<file path="config.mk">
export PLATFORM = sky130hd
export DESIGN_NAME = hazard_ctrl
export DESIGN_NICKNAME = d
export VERILOG_FILES = /design/src/rtl/hazard_ctrl.sv
export SDC_FILE = /design/constraint.sdc
export NUM_CORES = 1
export LEC_CHECK = 0
export ABC_CLOCK_PERIOD_IN_PS = 2060
export CORE_AREA = 2 2 46 48
export CTS_BUF_LIST = sky130_fd_sc_hd__clkbuf_8 sky130_fd_sc_hd__clkbuf_16
export CTS_CLUSTER_SIZE = 8
export DETAILED_ROUTE_END_ITERATION = 10
export DIE_AREA = 0 0 48 50
export HOLD_SLACK_MARGIN = 0.02
export MAX_ROUTING_LAYER = met4
export PLACE_DENSITY_LB_ADDON = 0.25
export SYNTH_ARGS = -nofsm -noshare
export SYNTH_HDL_FRONTEND = slang
export SYNTH_SLANG_ARGS = --single-unit
</file>
<file path="constraint.sdc">
create_clock -name clk -period 2.06 [get_ports clk]
set_clock_uncertainty 0.05 [all_clocks]
set_input_delay 0.309 -clock clk [delete_from_list [all_inputs] [get_ports clk]]
set_output_delay 0.309 -clock clk [all_outputs]
set_load 0.02 [all_outputs]
</file>
<file path="src/rtl/hazard_ctrl.sv">
// Hazard controller: EX operand forwarding selects, load-use stall, branch flush, MDU hold.
// Optional HAZ_PERF_EN adds saturating stall/flush event counters.
module hazard_ctrl #(
  parameter int unsigned MDU_LAT = 4,
  parameter int unsigned CNT_W   = 4
) (
  input  logic       clk,
  input  logic       rst_n,
  input  logic       id_valid,
  input  logic [4:0] id_rs,
  input  logic [4:0] id_rt,
  input  logic       id_use_rs,
  input  logic       id_use_rt,
  input  logic [4:0] ex_rd,
  input  logic       ex_regwrite,
  input  logic       ex_memread,
  input  logic [4:0] mem_rd,
  input  logic       mem_regwrite,
  input  logic       br_taken,
  input  logic       mdu_start,
  output logic       fwd_a_mem,
  output logic       fwd_a_wb,
  output logic       fwd_b_mem,
  output logic       fwd_b_wb,
  output logic       stall,
  output logic       id_bubble,
  output logic       ex_hold,
  output logic       flush
`ifdef HAZ_PERF_EN
  ,
  output logic [15:0] perf_stall_cnt,
  output logic [15:0] perf_flush_cnt
`endif
);

  typedef enum logic [0:0] {StRun, StMduWait} state_e;

  // First wait-state count; the RUN cycle that starts the hold is the extra one.
  localparam logic [CNT_W-1:0] CntInit = CNT_W'((MDU_LAT > 1) ? (MDU_LAT - 2) : 0);
  localparam logic             MduMulti = (MDU_LAT > 1);

  state_e           state_q;
  logic [CNT_W-1:0] cnt_q;

  logic ma_ex, ma_mem, mb_ex, mb_mem, lu;
  logic fa_mem_d, fa_wb_d, fb_mem_d, fb_wb_d;
  logic fwd_en;

  assign ma_ex  = id_use_rs & ex_regwrite  & (ex_rd  != 5'd0) & (id_rs == ex_rd);
  assign ma_mem = id_use_rs & mem_regwrite & (mem_rd != 5'd0) & (id_rs == mem_rd);
  assign mb_ex  = id_use_rt & ex_regwrite  & (ex_rd  != 5'd0) & (id_rt == ex_rd);
  assign mb_mem = id_use_rt & mem_regwrite & (mem_rd != 5'd0) & (id_rt == mem_rd);
  assign lu     = id_valid & ex_memread & (ma_ex | mb_ex);

  always_comb begin
    stall     = 1'b0;
    id_bubble = 1'b0;
    ex_hold   = 1'b0;
    flush     = 1'b0;
    if (state_q == StRun) begin
      flush     = br_taken;
      stall     = lu & ~br_taken;
      id_bubble = stall;
      // A starting MDU op overrides load-use; lu is re-evaluated once released.
      if (mdu_start && MduMulti) begin
        ex_hold   = 1'b1;
        stall     = 1'b1;
        id_bubble = 1'b0;
      end
    end else begin
      ex_hold = (cnt_q != '0);
      stall   = ex_hold;
    end
  end

  assign fa_mem_d = id_valid & ma_ex & ~ex_memread & ~stall & ~flush;
  assign fa_wb_d  = id_valid & ma_mem & ~fa_mem_d & ~stall & ~flush;
  assign fb_mem_d = id_valid & mb_ex & ~ex_memread & ~stall & ~flush;
  assign fb_wb_d  = id_valid & mb_mem & ~fb_mem_d & ~stall & ~flush;
  assign fwd_en   = (state_q == StRun) & ~ex_hold;

  always_ff @(posedge clk) begin
    if (!rst_n) begin
      state_q   <= StRun;
      cnt_q     <= '0;
      fwd_a_mem <= 1'b0;
      fwd_a_wb  <= 1'b0;
      fwd_b_mem <= 1'b0;
      fwd_b_wb  <= 1'b0;
    end else begin
      unique case (state_q)
        StRun: begin
          if (ex_hold) begin
            cnt_q   <= CntInit;
            state_q <= StMduWait;
          end
        end
        StMduWait: begin
          if (cnt_q != '0) cnt_q <= cnt_q - 1'b1;
          else             state_q <= StRun;
        end
      endcase
      if (fwd_en) begin
        fwd_a_mem <= fa_mem_d;
        fwd_a_wb  <= fa_wb_d;
        fwd_b_mem <= fb_mem_d;
        fwd_b_wb  <= fb_wb_d;
      end
    end
  end

`ifdef HAZ_PERF_EN
  always_ff @(posedge clk) begin
    if (!rst_n) begin
      perf_stall_cnt <= '0;
      perf_flush_cnt <= '0;
    end else begin
      if (stall && (perf_stall_cnt != 16'hFFFF)) perf_stall_cnt <= perf_stall_cnt + 16'd1;
      if (flush && (perf_flush_cnt != 16'hFFFF)) perf_flush_cnt <= perf_flush_cnt + 16'd1;
    end
  end
`endif

endmodule
</file>
==> results of run 1 <==
-- area by class of cell --
| class | instances | area, um^2 | area share, % |
|---|---|---|---|
| clock buffer | 3 | 41.3 | 2.95 |
| clock inverter | 1 | 3.75 | 0.268 |
| inverter | 3 | 11.3 | 0.804 |
| multi-input combinational | 81 | 589 | 42.1 |
| sequential | 9 | 180 | 12.9 |
| tap | 27 | 33.8 | 2.41 |
| timing repair buffer | 59 | 542 | 38.7 |
-- state kept, by name, indices dropped and copies added (netlist names) --
name	flops
state_q	1
fwd_a_wb	1
fwd_b_mem	1
cnt_q	4
fwd_b_wb	1
fwd_a_mem	1
-- critical path, stage by stage --
cell and delay [ns]:
clkdlybuf4s50_1 0.46, nor2b_1 0.21, and4_4 0.27, o21ai_2 0.07, a21oi_1 0.15, buf_4 0.15
-- power by group --
part | internal, W | total, W | switching (W)
Combinational | 0.000129 | 0.000227 | 0.0000982
Clock | 0.000130 | 0.000206 | 0.0000754
Sequential | 0.000182 | 0.000192 | 0.00000980
-- placed cells by master, fill, tap and decap left out, drive strengths merged --
cell,n
nor2,7
a21oi,2
or2,1
and4,1
ha,1
nor3,5
dfxtp,9
nand4,5
nand4b,1
inv,4
o21ai,7
dlygate4sd2,5
and3,1
dlymetal6s2s,7
nor2b,4
xor2,12
nand2b,1
nand3,5
buf,24
o221a,1
and2,3
o31ai,2
nor4,2
a21boi,4
nor3b,2
clkdlybuf4s50,23
or3,2
xnor2,8
nand2,4
clkbuf,3
-- final timing paths --
kind              startpoint        end  slack [ns]  depth (start not counted)
hold / removal     fwd_b_mem  fwd_b_mem        0.40                          2
setup / recovery    id_valid      stall        0.08                          6
hold reg to reg    fwd_b_mem  fwd_b_mem        0.40                          2
setup reg to reg    cnt_q[0]   cnt_q[1]        0.47                          7
-- routing by layer --
metal  track usage, %  vias up  part of all wire [%]
li1                 -      456                     -
met4             14.4        0                   3.9
met5                -        -                     0
met1             19.8      416                    36
met3            0.733       11                   4.5
met2             44.2       42                    56
-- what timing repair did --
item | in CTS | in global routing
setup endpoints to repair | 3 | 2
cloned | 0 | 0
buffers inserted | 0 | 1
pin swaps | 0 | 4
gates resized for setup | 17 | 10
-- kinds of logic (layout without fill, tap and decap cells) --
group,count (synthesis),after routing,share of synthesized area [%]
flip-flops,9,9,23.6
AND/OR/NAND/NOR,44,44,36.1
buffers and inverters,4,66,1.97
AO/OA/AOI/OAI,16,16,13.8
XOR/XNOR,20,20,23.0
adder cells (fa/ha/maj),1,1,1.64
-- metrics by stage --
step / TNS [ns] / hold slack [ns]
floorplan: 0 / 0.412
global placement: -0.983 / 0.392
detailed placement: -1.20 / 0.404
CTS: 0 / 0.408
global route: 0 / 0.429
finish: 0 / 0.404
==> flow_summary_export.csv, run 1 <==
group,metric,value,unit
floorplan,io_pins,38,
cells_and_area,syn2layout_area_growth,83.6,%
worst_setup_path,cp_data_arrival_time,1.62,ns
timing,max_clock_freq,506,MHz
grt,grt_usage,23.1,%
place,portBuffers,37,
grt,antenna_found_initial,0,
power,vdd.ir_drop.worst,0.000279,V
logic_synthesis,syn_nets,125,
cells_and_area,num-nets-final,188,
logic_synthesis,syn_avg_cell_area,8.12,um^2
timing,rsz0062_at_grt,"no",
logic_synthesis,yosysSeqAreaShare,23.6,%
power,report.power.total,0.000625,W
worst_setup_path,cp-end-kind,"primary output",
routing,drtIter0Drc,7,
grt,grt_pass1_vias,972,
place,post-place-cells,178,
timing,tightest_slew,0.383,ns
logic_synthesis,synth_top_area_cell,"dfxtp_1",
floorplan,row_count,16,
timing,hold_viol_final,0,
grt,gr-total-overflow,0,
clock_tree,htreeDepth,1,
floorplan,coreArea,1900,um^2
routing,wl_per_cell,13.7,um
grt,grt_pass1_wl,3840,um
logic_synthesis,ys_warn_count,0,
timing,period_needed,1.98,ns
worst_hold_path,hp-class,"reg2reg",
timing,layout_setup_ws,0.0843,ns
cells_and_area,final_area,1400,um^2
logic_synthesis,netlist_instances,94,
cells_and_area,fillerInstances,156,
cells_and_area,final_util,73.7,%
logic_synthesis,synth_seq_cells,9,
routing,drt_pass1_iterations,4,
logic_synthesis,synth_top_area_share,23.6,%
routing,ant_nets,0,
clock_tree,cts.reportedPaths.clkPinSlew,0.05,ns
clock_tree,cts.sinks,9,
routing,routed_wl,2500,um
place,dp_slack,-0.604,ns
flow_run,maxCapViolCount,0,
floorplan,die_h,50,um
clock_tree,clockBufferDepth,2,
worst_setup_path,start_kind,"input port",
run_status,status,"completed",
power,leakagePower,0.609,nW
logic_synthesis,synth_common_cells,"xor2_1, dfxtp_1, xnor2_1, o21ai_0, nor2_1",
cells_and_area,fin_cells,183,
place,placed_area,1320,um^2
logic_synthesis,synth_edf_count,0,
clock_tree,root_buffer,"clkbuf_8",
clock_tree,cts_hold_buf,0,
logic_synthesis,synthTopCellsByArea,"dfxtp_1, xor2_1, xnor2_1",
worst_setup_path,cp_max_fo,2,
logic_synthesis,synth_async_sr_flop_share,0,%
floorplan,fp.dieW,48,um
logic_synthesis,ys.flop_type,"dfxtp_1",
timing,min_period_over_period,95.9,%
logic_synthesis,post-synth-top-count-cell,"xor2_1",
place,gp_congestion,0.812,
timing,finalMaxSlewViolations,0,
timing,setup_viol,0,
timing,slew_headroom,74.2,%
power,powerDensity,446,nW/um^2
logic_synthesis,syn_area,763,um^2
clock_tree,numCtsBuffers,3,
worst_setup_path,cp.required,1.70,ns
routing,vias_per_cell,5.05,
place,hpwl,2050,um
cells_and_area,layout-drive-gt1-share,26.3,%
logic_synthesis,synth_cell_types,32,
clock_tree,cts_tree,"done",
routing,num_vias,925,
worst_setup_path,path_class,"in2out",
floorplan,die_area,2400,um^2
floorplan,initial_core_util,40.1,%
grt,grt_start_max_net_pins,10,
cells_and_area,diodes,0,
clock_tree,clk_latency,0.24,ns
routing,drc,0,
Note: power is estimated with default switching activity, not from simulation.
==> inputs of run 2 (changes only) <==
==> constraint.sdc (replaced) <==
create_clock -name clk -period 2.06 [get_ports clk]
set_clock_uncertainty 0.05 [all_clocks]
set_input_delay 0.309 -clock clk [delete_from_list [all_inputs] [get_ports clk]]
set_output_delay 0.309 -clock clk [all_outputs]
set_load 0.01 [all_outputs]
==> run 2 against run 1 <==
  * Maximum frequency is 4.0% lower
  * Non-clock buffer count is 2 lower
  * Die area stayed put
  * Power is 3.4% lower
  * Via count is 0.97% lower
  * Global-route usage is 0.98 points lower
==> flow_summary_export.csv, run 2 (synthesis results as in run 1) <==
group,metric,value,unit
run_status,status,"completed",
grt,grt_util_met3,1.47,%
worst_hold_path,min_from,"fwd_b_mem",
worst_setup_path,path_class,"in2out",
routing,drtIter0Drc,12,
worst_setup_path,cp_top_family,"buffers and inverters",
grt,antenna_found_initial,0,
place,hpwl,1960,um
worst_setup_path,reg2reg_depth,6,
routing,drt_pass1_iterations,4,
cells_and_area,layout-drive-gt1-share,24.7,%
worst_setup_path,r2r-end,"fwd_a_wb",
clock_tree,cts.sinks,9,
cells_and_area,top_register,"cnt_q",
grt,grt_usage,22.1,%
clock_tree,clockBufferDepth,2,
cells_and_area,largest_reg_flops,4,
routing,ant_nets,0,
timing,slew_headroom,77.4,%
worst_setup_path,r2r_setup_slack,0.58,ns
timing,fin_setup_tns,0,ns
worst_hold_path,hp-class,"reg2reg",
cells_and_area,mostFrequentLayoutCell,"clkdlybuf4s50_1",
timing,max_clock_freq,486,MHz
timing,tightest_slew,0.335,ns
grt,grt_util_met1,22.7,%
timing,finalMaxSlewViolations,0,
grt,grt_pass1_wl,3750,um
routing,num_vias,916,
cells_and_area,syn2layout_area_growth,79.7,%
clock_tree,htreeDepth,1,
worst_setup_path,path_buf_inv,2,
timing,hold_viol_final,0,
floorplan,row_count,16,
cells_and_area,diodes,0,
place,gp_congestion,0.831,
floorplan,coreArea,1900,um^2
worst_setup_path,cp-end-kind,"primary output",
power,report.power.total,0.000603,W
worst_setup_path,cp_data_arrival_time,1.70,ns
grt,busiest_layer,"met2",
timing,min_period_over_period,99.9,%
routing,drc,0,
worst_setup_path,cp_cell_sequence,"clkdlybuf4s50_1 > xor2_1 > nor3_2 > o21ai_2 > a21oi_1 > buf_2",
timing,setup_viol,0,
power,vdd.ir_drop.worst,0.000272,V
timing,period_needed,2.06,ns
worst_setup_path,start_kind,"input port",
clock_tree,cts_tree,"done",
grt,gr-total-overflow,0,
grt,grt_start_max_net_pins,10,
floorplan,die_area,2400,um^2
grt,grt_pass1_vias,958,
routing,routed_wl,2410,um
flow_run,maxCapViolCount,0,
worst_setup_path,slowest_delay,0.49,ns
worst_setup_path,cp_max_fo,3,
cells_and_area,num-nets-final,186,
clock_tree,cts.reportedPaths.clkPinSlew,0.05,ns
worst_setup_path,r2r-start,"state_q",
clock_tree,root_buffer,"clkbuf_8",
place,portBuffers,37,
floorplan,io_pins,38,
routing,wl_per_cell,13.3,um
floorplan,initial_core_util,40.1,%
worst_setup_path,slowest_stage,"clkdlybuf4s50_1",
power,powerDensity,440,nW/um^2
routing,vias_per_cell,5.06,
power,leakagePower,0.586,nW
clock_tree,numCtsBuffers,3,
worst_hold_path,holdPathStages,2,
floorplan,die_h,50,um
worst_setup_path,cp.required,1.70,ns
clock_tree,clk_latency,0.23,ns
worst_hold_path,holdPathEnd,"fwd_b_mem",
floorplan,fp.dieW,48,um
grt,grt_use_met2,39.8,%
cells_and_area,final_cell_mix,"clkdlybuf4s50_1, buf_4, xor2_1",
-- run 2: layout make-up --
class / instances / area [um^2]
Tap cell: 27 / 33.8
Clock inverter: 1 / 3.75
Sequential cell: 9 / 180
Timing Repair Buffer: 57 / 519
Clock buffer: 3 / 41.3
Fill cell: 155 / 531
Multi-Input combinational cell: 81 / 582
Inverter: 3 / 11.3
-- run 2: what timing repair did --
| action | CTS | global route |
|---|---|---|
| setup buffers | 1 | 1 |
| setup endpoints to repair | 3 | 2 |
| pin swaps | 4 | 5 |
| gates resized for setup | 16 | 7 |
| hold endpoints to repair | 0 | 0 |
| hold buffers | 0 | 0 |
-- run 2: where the power goes --
part           internal, W  leakage [nW]  switching, W
Combinational     0.000121         0.486     0.0000904
Sequential        0.000182        0.0732    0.00000961
Clock             0.000130        0.0269     0.0000705
-- run 2: how the worst max path moves through the flow --
stage,startpoint,end,slack (ns),cells past startpoint
5_1_grt,ex_rd[0],stall,-0.03,6
3_5_place_dp,ex_rd[1],stall,-0.54,7
2_1_floorplan,ex_rd[1],stall,0.61,5
3_3_place_gp,ex_rd[2],stall,-0.45,7
4_1_cts,id_rt[2],stall,0.02,7
6_report,ex_rd[0],stall,0.002,6
-- run 2: tightest hold or removal path: cells and delay by family, from the launching register on --
family / cells / cell delay [ns]
AO/OA/AOI/OAI: 1 / 0.05
flip-flops: 1 / 0.30
AND/OR/NAND/NOR: 1 / 0.05
-- run 2: metal layers --
| metal | vias to the layer above | share of wire, % |
|---|---|---|
| met3 | 5 | 5.9 |
| met4 | 0 | 1.7 |
| met5 | - | 0 |
| met2 | 44 | 55 |
| li1 | 454 | - |
| met1 | 413 | 37 |
-- run 2: metrics by stage --
| step | worst slack (ns) | area, um^2 | hold slack [ns] | util [%] | std cells |
|---|---|---|---|---|---|
| 2_1_floorplan | 0.608 | 763 | 0.412 | - | 94 |
| 3_3_place_gp | -0.454 | 1300 | 0.392 | 68.3 | 175 |
| 3_5_place_dp | -0.544 | 1300 | 0.402 | 68.3 | 175 |
| 4_1_cts | 0.0190 | 1350 | 0.405 | 70.7 | 180 |
| 5_1_grt | -0.0331 | 1370 | 0.444 | 72.1 | 181 |
| 6_report | 0.00157 | 1370 | 0.403 | 72.1 | 181 |
==> inputs of run 3 (changes only) <==
--- a/config.mk
+++ b/config.mk
@@ -5,12 +5,11 @@
 export SDC_FILE = /design/constraint.sdc
 export NUM_CORES = 1
 export LEC_CHECK = 0
-export ABC_CLOCK_PERIOD_IN_PS = 2060
-export CORE_AREA = 2 2 46 48
+export CORE_AREA = 2 2 47 49
 export CTS_BUF_LIST = sky130_fd_sc_hd__clkbuf_8 sky130_fd_sc_hd__clkbuf_16
 export CTS_CLUSTER_SIZE = 8
 export DETAILED_ROUTE_END_ITERATION = 10
-export DIE_AREA = 0 0 48 50
+export DIE_AREA = 0 0 49 51
 export HOLD_SLACK_MARGIN = 0.02
 export MAX_ROUTING_LAYER = met4
 export PLACE_DENSITY_LB_ADDON = 0.25
==> run 3 against run 2 <==
  * Clock power rose by 3%
  * Setup slack gained 0.010 ns
  * Power rose by 1.9%
  * Final cell count rose by 4.4%
  * Sequential cell count unchanged
  * First-iteration DRC count is 58% higher
  * Die area increased by 4.1%
  * Global-route usage is 0.45 points lower
  * Maximum frequency up 0.50%
  * Sequential share of layout area is 0.60 points lower
  * Largest power group unchanged
  * Highest routed layer unchanged
==> flow_summary_export.csv, run 3 (synthesis results as in run 1) <==
group,metric,value,unit
routing,drc,0,
grt,grt_start_max_net_pins,10,
timing,period_needed,2.05,ns
power,powerDensity,428,nW/um^2
place,portBuffers,37,
clock_tree,clockBufferDepth,2,
cells_and_area,final_cell_mix,"buf_4, clkdlybuf4s50_1, xor2_1",
worst_setup_path,cp_top_family,"buffers and inverters",
cells_and_area,top_register,"cnt_q",
worst_setup_path,cp_cell_sequence,"dlygate4sd2_1 > xnor2_1 > nand4_1 > nor3_2 > buf_4 > buf_4 > buf_4 > buf_4 > buf_4 > buf_4 > buf_4 > buf_4 > nand3_1 > a21boi_1",
clock_tree,htreeDepth,1,
run_status,status,"completed",
clock_tree,cts.sinks,9,
worst_setup_path,path_buf_inv,9,
timing,hold_viol_final,0,
clock_tree,cts.reportedPaths.clkPinSlew,0.04,ns
worst_setup_path,path_class,"in2reg",
cells_and_area,diodes,0,
clock_tree,cts_tree,"done",
timing,setup_viol,0,
place,gp_congestion,0.906,
routing,wl_per_cell,12.6,um
place,dp_slack,-0.571,ns
routing,drtIter0Drc,19,
cells_and_area,final_area,1440,um^2
timing,rsz0062_at_grt,"yes",
floorplan,io_pins,38,
routing,num_vias,942,
floorplan,die_area,2500,um^2
cells_and_area,largest_reg_flops,4,
cells_and_area,layout-drive-gt1-share,29.2,%
cells_and_area,mostFrequentLayoutCell,"buf_4",
grt,grt_pass1_wl,4020,um
clock_tree,root_buffer,"clkbuf_8",
power,report.power.total,0.000615,W
cells_and_area,num-nets-final,193,
floorplan,initial_core_util,37.0,%
grt,grt_usage,21.7,%
cells_and_area,syn2layout_area_growth,88.2,%
timing,hold_ws,0.399,ns
routing,drt_pass1_iterations,4,
timing,max_clock_freq,488,MHz
worst_setup_path,cp_data_arrival_time,2.17,ns
timing,slew_headroom,77.5,%
place,hpwl,1820,um
floorplan,row_count,17,
worst_setup_path,cp_max_fo,3,
timing,min_period_over_period,99.4,%
worst_setup_path,slowest_stage,"dlygate4sd2_1",
timing,layout_setup_ws,0.0119,ns
routing,vias_per_cell,4.98,
floorplan,die_h,51,um
floorplan,fp.dieW,49,um
power,vdd.ir_drop.worst,0.000300,V
worst_setup_path,cp_common_cell,"buf_4",
worst_setup_path,start_kind,"input port",
timing,finalMaxSlewViolations,0,
worst_setup_path,cp-end-kind,"flip-flop",
flow_run,maxCapViolCount,0,
clock_tree,numCtsBuffers,3,
worst_hold_path,hp-class,"reg2reg",
timing,tightest_slew,0.337,ns
routing,routed_wl,2380,um
clock_tree,clk_latency,0.24,ns
place,placed_area,1320,um^2
routing,ant_nets,0,
grt,antenna_found_initial,0,
grt,grt_pass1_vias,946,
power,leakagePower,0.629,nW
worst_setup_path,cp.required,2.18,ns
grt,gr-total-overflow,0,
worst_setup_path,slowest_delay,0.27,ns
floorplan,coreArea,2060,um^2
[run 3: cell types whose count changed in the layout (fill, tap and decap cells not counted), sizes merged]
cell           delta
dlygate4sd2       +3
buf               +7
clkdlybuf4s50     -3
[run 3: worst paths after layout]
| kind | startpoint | endpoint | slack (ns) | cells past startpoint |
|---|---|---|---|---|
| setup / recovery | ex_rd[4] | fwd_b_mem | 0.01 | 14 |
| hold reg to reg | fwd_b_mem | fwd_b_mem | 0.40 | 2 |
| hold / removal | fwd_b_mem | fwd_b_mem | 0.40 | 2 |
| setup reg to reg | state_q | fwd_b_wb | 0.59 | 6 |
[run 3: final cells by class]
class,count,area (um^2)
flip-flops and latches,9,180
clock inverters,1,3.75
repair buffers,64,568
clock buffers,3,41.3
inverters,3,11.3
fillers,169,627
well taps,28,35.0
multi-input cells,81,597
[run 3: through the flow]
step           instances  utilization (%)  TNS (ns)
3_3_place_gp         178             63.7    -0.936
5_1_grt              189             69.6   -0.0964
3_5_place_dp         178             63.7     -1.08
4_1_cts              189             68.5   -0.0630
6_report             189             69.6         0
2_1_floorplan         94                -         0
[run 3: layer usage]
metal  global-route usage (%)  vias to the layer above  part of all wire, %
met5                        -                        -                    0
met4                     12.4                        0                  2.9
met3                     4.97                        8                  7.3
met2                     37.9                       49                   51
met1                     22.6                      418                   38
li1                         -                      467                    -
[run 3: what timing repair did]
action | in CTS | in global routing
hold buffers | 0 | 0
buffers inserted | 7 | 0
pin swaps | 3 | 5
gates resized for setup | 21 | 7
endpoints found under the setup margin | 3 | 4
[run 3: worst reg2reg max path: stages (launching register included)]
cell	delay [ns]
dfxtp_1	0.40
nor2_4	0.19
buf_4	0.14
nand4_1	0.11
a21oi_1	0.19
nand4_1	0.11
o31ai_1	0.19
[run 3: power breakdown]
| part | switching [W] | internal, W | total, W |
|---|---|---|---|
| registers | 0.0000103 | 0.000182 | 0.000192 |
| clock network | 0.0000754 | 0.000130 | 0.000206 |
| logic | 0.0000922 | 0.000125 | 0.000217 |
| total | 0.000178 | 0.000437 | 0.000615 |
